==> src/rtl/vma_unit.sv <==
// Virtual-memory-address register for the CADR datapath: VMA load/increment/spy
// paths, previous-VMA restart copy, and a single-outstanding memory request FSM.
module vma_unit #(
  parameter int ADDR_W   = 32,
  parameter int SPY_W    = 16,
  parameter int INC_STEP = 1,
  localparam int NCHUNK  = ADDR_W / SPY_W
) (
  input  logic              clk,
  input  logic              reset,
  input  logic              state_alu,
  input  logic              state_write,
  input  logic              state_fetch,
  input  logic              vmaenb,
  input  logic [ADDR_W-1:0] vmas,
  input  logic              vma_inc,
  input  logic [SPY_W-1:0]  spy_in,
  input  logic [NCHUNK-1:0] ldvma,
  input  logic              srcvma,
  input  logic              mem_start,
  input  logic              mem_ack,
  output logic [ADDR_W-1:0] vma,
  output logic [ADDR_W-1:0] vma_prev,
  output logic              vmadrive,
  output logic              mem_req,
  output logic [ADDR_W-1:0] mem_addr,
  output logic              mem_busy,
  output logic              vma_wait
);

  typedef enum logic {IDLE, REQ} mem_state_t;

  mem_state_t           state, state_next;
  logic [ADDR_W-1:0]    vma_spy;
  logic [ADDR_W-1:0]    vma_next;
  logic                 prev_load;
  logic                 addr_load;

  // Spy chunks overwrite only the strobed slices; every strobed slice gets spy_in.
  always_comb begin
    vma_spy = vma;
    for (int k = 0; k < NCHUNK; k++) begin
      if (ldvma[k]) vma_spy[k*SPY_W +: SPY_W] = spy_in;
    end
  end

  always_comb begin
    vma_next  = vma;
    prev_load = 1'b0;
    if (state_alu && vmaenb) begin
      vma_next  = vmas;
      prev_load = 1'b1;
    end else if (state_alu && vma_inc) begin
      vma_next  = vma + ADDR_W'(INC_STEP);
      prev_load = 1'b1;
    end else if (|ldvma) begin
      vma_next  = vma_spy;
    end
  end

  always_ff @(posedge clk) begin
    if (reset) begin
      vma      <= '0;
      vma_prev <= '0;
    end else begin
      vma <= vma_next;
      if (prev_load) vma_prev <= vma;
    end
  end

  // A start is accepted from IDLE, or in REQ only when the ack retires the
  // outstanding request in the same cycle; otherwise it is refused, not queued.
  always_comb begin
    state_next = state;
    addr_load  = 1'b0;
    case (state)
      IDLE: begin
        if (mem_start) begin
          state_next = REQ;
          addr_load  = 1'b1;
        end
      end
      REQ: begin
        if (mem_ack && mem_start) begin
          addr_load = 1'b1;
        end else if (mem_ack) begin
          state_next = IDLE;
        end
      end
      default: state_next = IDLE;
    endcase
  end

  always_ff @(posedge clk) begin
    if (reset) begin
      state    <= IDLE;
      mem_addr <= '0;
    end else begin
      state <= state_next;
      if (addr_load) mem_addr <= vma;
    end
  end

  assign mem_busy = (state == REQ);
  assign mem_req  = (state == REQ);
  assign vma_wait = mem_start && mem_busy && !mem_ack;
  assign vmadrive = srcvma && (state_alu || state_write || state_fetch);

endmodule
==> config.mk <==
export PLATFORM = sky130hd
export DESIGN_NAME = vma_unit
export DESIGN_NICKNAME = d
export VERILOG_FILES = /design/src/rtl/vma_unit.sv
export SDC_FILE = /design/constraint.sdc
export NUM_CORES = 1
export LEC_CHECK = 0
export ABC_AREA = 1
export ABC_CLOCK_PERIOD_IN_PS = 3200
export CELL_PAD_IN_SITES_DETAIL_PLACEMENT = 1
export CELL_PAD_IN_SITES_GLOBAL_PLACEMENT = 1
export CORE_MARGIN = 2
export CORE_UTILIZATION = 34
export CTS_CLUSTER_SIZE = 16
export DETAILED_ROUTE_END_ITERATION = 10
export PLACE_DENSITY = 0.95
export SYNTH_ARGS = -nofsm -noshare
export SYNTH_HDL_FRONTEND = slang
export SYNTH_SLANG_ARGS = --single-unit
==> constraint.sdc <==
create_clock -name clk -period 3.2 [get_ports clk]
set_clock_uncertainty 0.05 [all_clocks]
set_input_delay 0.32 -clock clk [delete_from_list [all_inputs] [get_ports clk]]
set_output_delay 0.32 -clock clk [all_outputs]
set_load 0.05 [all_outputs]
======== Yosys cells after proc, flatten, opt, wreduce, memory -nomap -nowiden ========
Index checks and enable logic that the tools add are counted.
operators by class
  $add $sub $neg .......................... 1
  bitwise gates (word level) .............. 1
  mux-type cells .......................... 13
  reduce and logical (&&, ||, !) cells .... 15
operators by type and width
  cell                                                             number
  32-bit two-way mux                                               3
  32-bit by 1-bit adder with 32-bit output, second input constant  1
  16-bit two-way mux                                               2
  3-bit nonzero test                                               3
  1-bit logical AND                                                6
  1-bit two-way mux                                                6
  1-bit case mux with 2 select lines                               2
  2-bit AND reduction                                              2
  1-bit logical OR                                                 2
  2-bit OR reduction                                               1
  1-bit zero test                                                  1
  1-bit NOT                                                        1
storage, ports and cells
  register bits ........................... 97
  input bits .............................. 60
  word-level logic and storage cells ...... 35

======== Logic depth before layout (Yosys ltp) ========
  word-level depth ........................ 4
  gate-level depth with buffers ........... 11

======== Worst setup path after synthesis ========
Ideal clock, no wire load.
  kind .................................... reg-to-reg
  from .................................... register vma[1]
  to ...................................... register vma[20]
  stages on the path, launching flop included .. 11
  arrival ................................. 1799 ps
  path buffers ............................ 0
  data required time ...................... 3028 ps
  slack ................................... 1229 ps
  clock period less this slack ............ 1971 ps
  path through ............................ dfxtp_1 > ha_1 > nand2_1 > nor2_4 > nand2_4 > nor2_4 > nand3_1 > nand3_1 > nand2_1 > nand2_1 > a21oi_2
between the ends
  cells in the longest elaborated chain, start to end .. 3
RTL lines
  element                                   line  source
  start: declaration                        22    output logic [ADDR_W-1:0] vma,
  start signal: assignment                  66    vma <= vma_next;
  32-bit by 1-bit adder with 32-bit output  54    vma_next = vma + ADDR_W'(INC_STEP);
  32-bit two-way mux                        53    end else if (state_alu && vma_inc) begin
  32-bit two-way mux                        50    if (state_alu && vmaenb) begin
Every way passes these cells.
A chain may end at the register's enable or synchronous reset.

======== Worst setup path after layout ========
  from .................................... input state_alu
  to ...................................... output vmadrive
between the ends
  cells in the longest elaborated chain, start to end .. 3
RTL lines
  element                         line  source
  start: declaration              11    input logic state_alu,
  1-bit logical OR (2 in series)  107   assign vmadrive = srcvma && (state_alu || state_write || state_fetch);
  1-bit logical AND               107
  end: declaration                24    output logic vmadrive,
Every way passes these cells.

==> Flow_metrics.wiki <==
{| class="wikitable"
! Metric !! Value
|-
| Run status || complete, no violations
|-
| H-tree lvl count || 3
|-
| Post-detailed-routing wire length || 18400 um
|-
| Total congestion overflow || 0
|-
| Total area of multi-input combinational cells || 2430 um2
|-
| Clock edge transition at the registers on the reported setup and hold paths || 0.07 ns
|-
| Crit path top cell by count || clkdlybuf4s50_1
|-
| Hold Path Origin || mem_addr[1]
|-
| Largest cells by area after synthesis || dfxtp_1 41%, nand2_1 13%, a21oi_1 11%
|-
| Final Setup Violations || 0
|-
| Top-count cell post-synth || nand2_1
|-
| Number of global-route vias before repair || 5418
|-
| Number of maximum-capacitance constraint violations || 0
|-
| R2R setup slack || 1.19 ns
|-
| Largest fanout on the critical path || 3
|-
| Post-synth top area share || 40.6%
|-
| Worst-Margin Slew || 0.632 ns
|-
| Initial core utilization || 34.6%
|-
| Library cells used by synthesis || 29
|-
| Die extent in x || 123 um
|-
| Kind of capture point of the worst setup path || primary output
|-
| Fraction of layout instances using a drive strength above 1 || 8.77%
|-
| Highest attainable clock frequency || 461 MHz
|-
| Cell class contributing the biggest share of worst-path delay || buffers and inverters
|-
| FF/Latch Area || 1940 um2
|-
| Dominant register cell in the synthesized netlist || dfxtp_1
|-
| Buffers from clock root to sink, at most || 2
|-
| DRT Pass-1 Iters || 5
|-
| Count of vias placed by the detailed router || 5404
|-
| Largest net degree at the start of global routing || 54
|-
| Clock period minus final worst setup slack || 2.17 ns
|-
| Buffering stage count on the worst path with inverters included || 2
|-
| Final Max Tran Viols || 0
|-
| DRT iter0 DRCs || 389
|-
| Net count of the mapped netlist || 761
|-
| Core Footprint || 13800 um2
|-
| Number of nets with antenna violations after routing || 0
|-
| Input/output buffers || 159
|-
| Proportion of synthesized chip area in sequential cells || 40.6%
|-
| Mean cell area of the mapped netlist || 6.84 um2
|-
| Max stage delay on crit path || 0.79 ns
|-
| Total global routing track utilization || 24.7%
|-
| Endpoint, Worst Hold || mem_addr[1]
|-
| Total half-perimeter wirelength after legalization and detailed placement || 13400 um
|-
| Number of cells on the worst reg-to-reg path || 11
|-
| Initial antenna violation count || 0
|-
| Cell Pwr Density || 526 nW/um2
|-
| Max IR drop VDD || 0.353 mV
|-
| Worst hold margin || 0.443 ns
|-
| Hold path depth || 2
|-
| TritonCTS clock tree || done
|-
| Area growth from synthesis to layout || 41.7%
|-
| Post-CTS Repair Setup Buffers || 0
|-
| Overall die area || 15000 um2
|-
| Resized Gates After CTS || 0
|-
| Reg-to-reg startpoint || vma[1]
|-
| Wire length of the first global-routing pass || 28500 um
|-
| Data arrival time of the critical path || 1.80 ns
|-
| Unrepaired setup endpoints after global routing || false
|-
| Site row count || 43
|-
| Total of hold buffers inserted after clock tree synthesis || 0
|-
| Routed length per placed instance || 18.0 um
|-
| Number of clock sinks || 97
|-
| Cell breakdown of the critical path || clkdlybuf4s50_1, o31a_1, clkdlybuf4s50_1
|-
| Syn Std Cell Area || 4790 um2
|-
| Die Y || 123 um
|-
| Clock latency on the worst-skew pair || 0.36 ns
|-
| Synth Register Bits || 97
|-
| Number of enable flip-flop cells after synthesis || 0
|-
| Share of the clock period used by the worst path || 67.8%
|-
| Fraction of registers with async set/reset || 0%
|-
| Leakage Power || 2.74 nW
|-
| Final weighted congestion of routability-driven global placement || 0.900
|-
| Setup tns final || 0 ns
|-
| Most area-hungry cell type in the Yosys netlist || dfxtp_1
|-
| Root Buffer || clkbuf_16
|-
| Final Hold Fails || 0
|-
| Synthesized instance count || 700
|-
| IO Pins || 160
|-
| R2r endpoint || vma[24]
|-
| Crit path required time || 2.83 ns
|-
| Critical Path Start Type || input pin
|-
| Slowest cell on the critical path || clkdlybuf4s50_1
|-
| Synth cell count leaders || 163 x nand2_1, 103 x a21oi_1, 100 x o21ai_0
|-
| Yosys synthesis warning count || 0
|-
| Final Net Count || 900
|-
| Mean number of vias per cell || 5.28
|-
| ANT cells || 0
|-
| Classification of the worst-slack hold path || reg -> reg
|-
| Number of logic stages on the critical path including buffering || 3
|-
| Category of the critical setup timing path || in -> out
|-
| Residual DRC || 0
|-
| Number of fill cells || 1757
|-
| Total clock buffers created by CTS || 9
|-
| Normalized max-slew margin || 57.8%
|}
## layout make-up
| type | instances | share of cell area, % |
|---|---|---|
| multi-input cells | 503 | 35.8 |
| flip-flops and latches | 97 | 28.6 |
| repair buffers | 165 | 24.3 |
| inverters | 63 | 3.52 |
| clock buffers | 9 | 3.32 |
| well taps | 180 | 3.32 |
| clock inverters | 7 | 1.07 |
## report_power, final
part           internal, mW  switching [mW]  total (mW)
clock                 0.552           0.560        1.11
combinational         0.342           0.696        1.04
sequential             1.31           0.105        1.42
## kinds of logic (layout without fill, tap and decap cells)
kind of cell    Yosys count  count (layout)  share of synthesized area [%]
compound gates          227             227                           24.3
fa+ha+maj                 1               1                          0.261
buf+inv                 100             244                           8.68
simple gates            275             275                           26.2
flops                    97              97                           40.6
## flip-flops by register name (all words and copies together) (netlist names)
signal,flops
vma,32
mem_addr,32
mem_busy,1
vma_prev,32
## layout by cell type (no fill, tap or decap), types with 2 or more instances in the layout
master and count:
nand2_1 163, clkdlybuf4s50_1 159, a21oi_1 103, o21ai_0 100, dfxtp_1 97, inv_1 54
nor2_1 40, nand3_1 30, or2_2 15, nor2_4 11, o21ai_1 10, o22ai_1 9
clkbuf_16 9, nand2_2 8, inv_2 7, buf_4 5, nor2_2 4, a21oi_2 3
nand2_4 2, inv_8 2, clkinv_4 2
## worst min-delay path, cell delays in order, from the launching register on
cell and delay, ns:
dfxtp_1 0.34, nor2_1 0.05, nor2_1 0.08
## per-layer routing
layer	GRT usage, %	wire length, um	up-vias
li1	-	-	2574
met1	29.7	7680	2614
met2	42.2	8980	185
met3	6.83	1330	31
met4	8.41	446	0
met5	0	0	-
## stage by stage
step / setup slack [ns] / instances / power, mW / cell area, um2 / util [%]
after floorplan: 1.23 / 700 / 2.06 / 4790 / -
after global placement: 0.992 / 1008 / 2.44 / 6490 / 46.9
after detailed placement: 0.859 / 1008 / 2.47 / 6490 / 46.9
after CTS: 1.03 / 1024 / 3.57 / 6780 / 49.1
after global routing: 0.964 / 1024 / 3.71 / 6780 / 49.1
final: 1.03 / 1024 / 3.57 / 6780 / 49.1
## worst max-delay path by stage
stage | from | endpoint | slack [ns]
finish | state_alu | vmadrive | 1.03
global route | vma[12] | vma[12] | 0.96
CTS | state_alu | vmadrive | 1.03
detailed placement | state_alu | vma[16] | 0.86
global placement | state_alu | vma[16] | 0.99
floorplan | vma[1] | vma[20] | 1.23
Note: power is estimated with default switching activity, not from simulation.
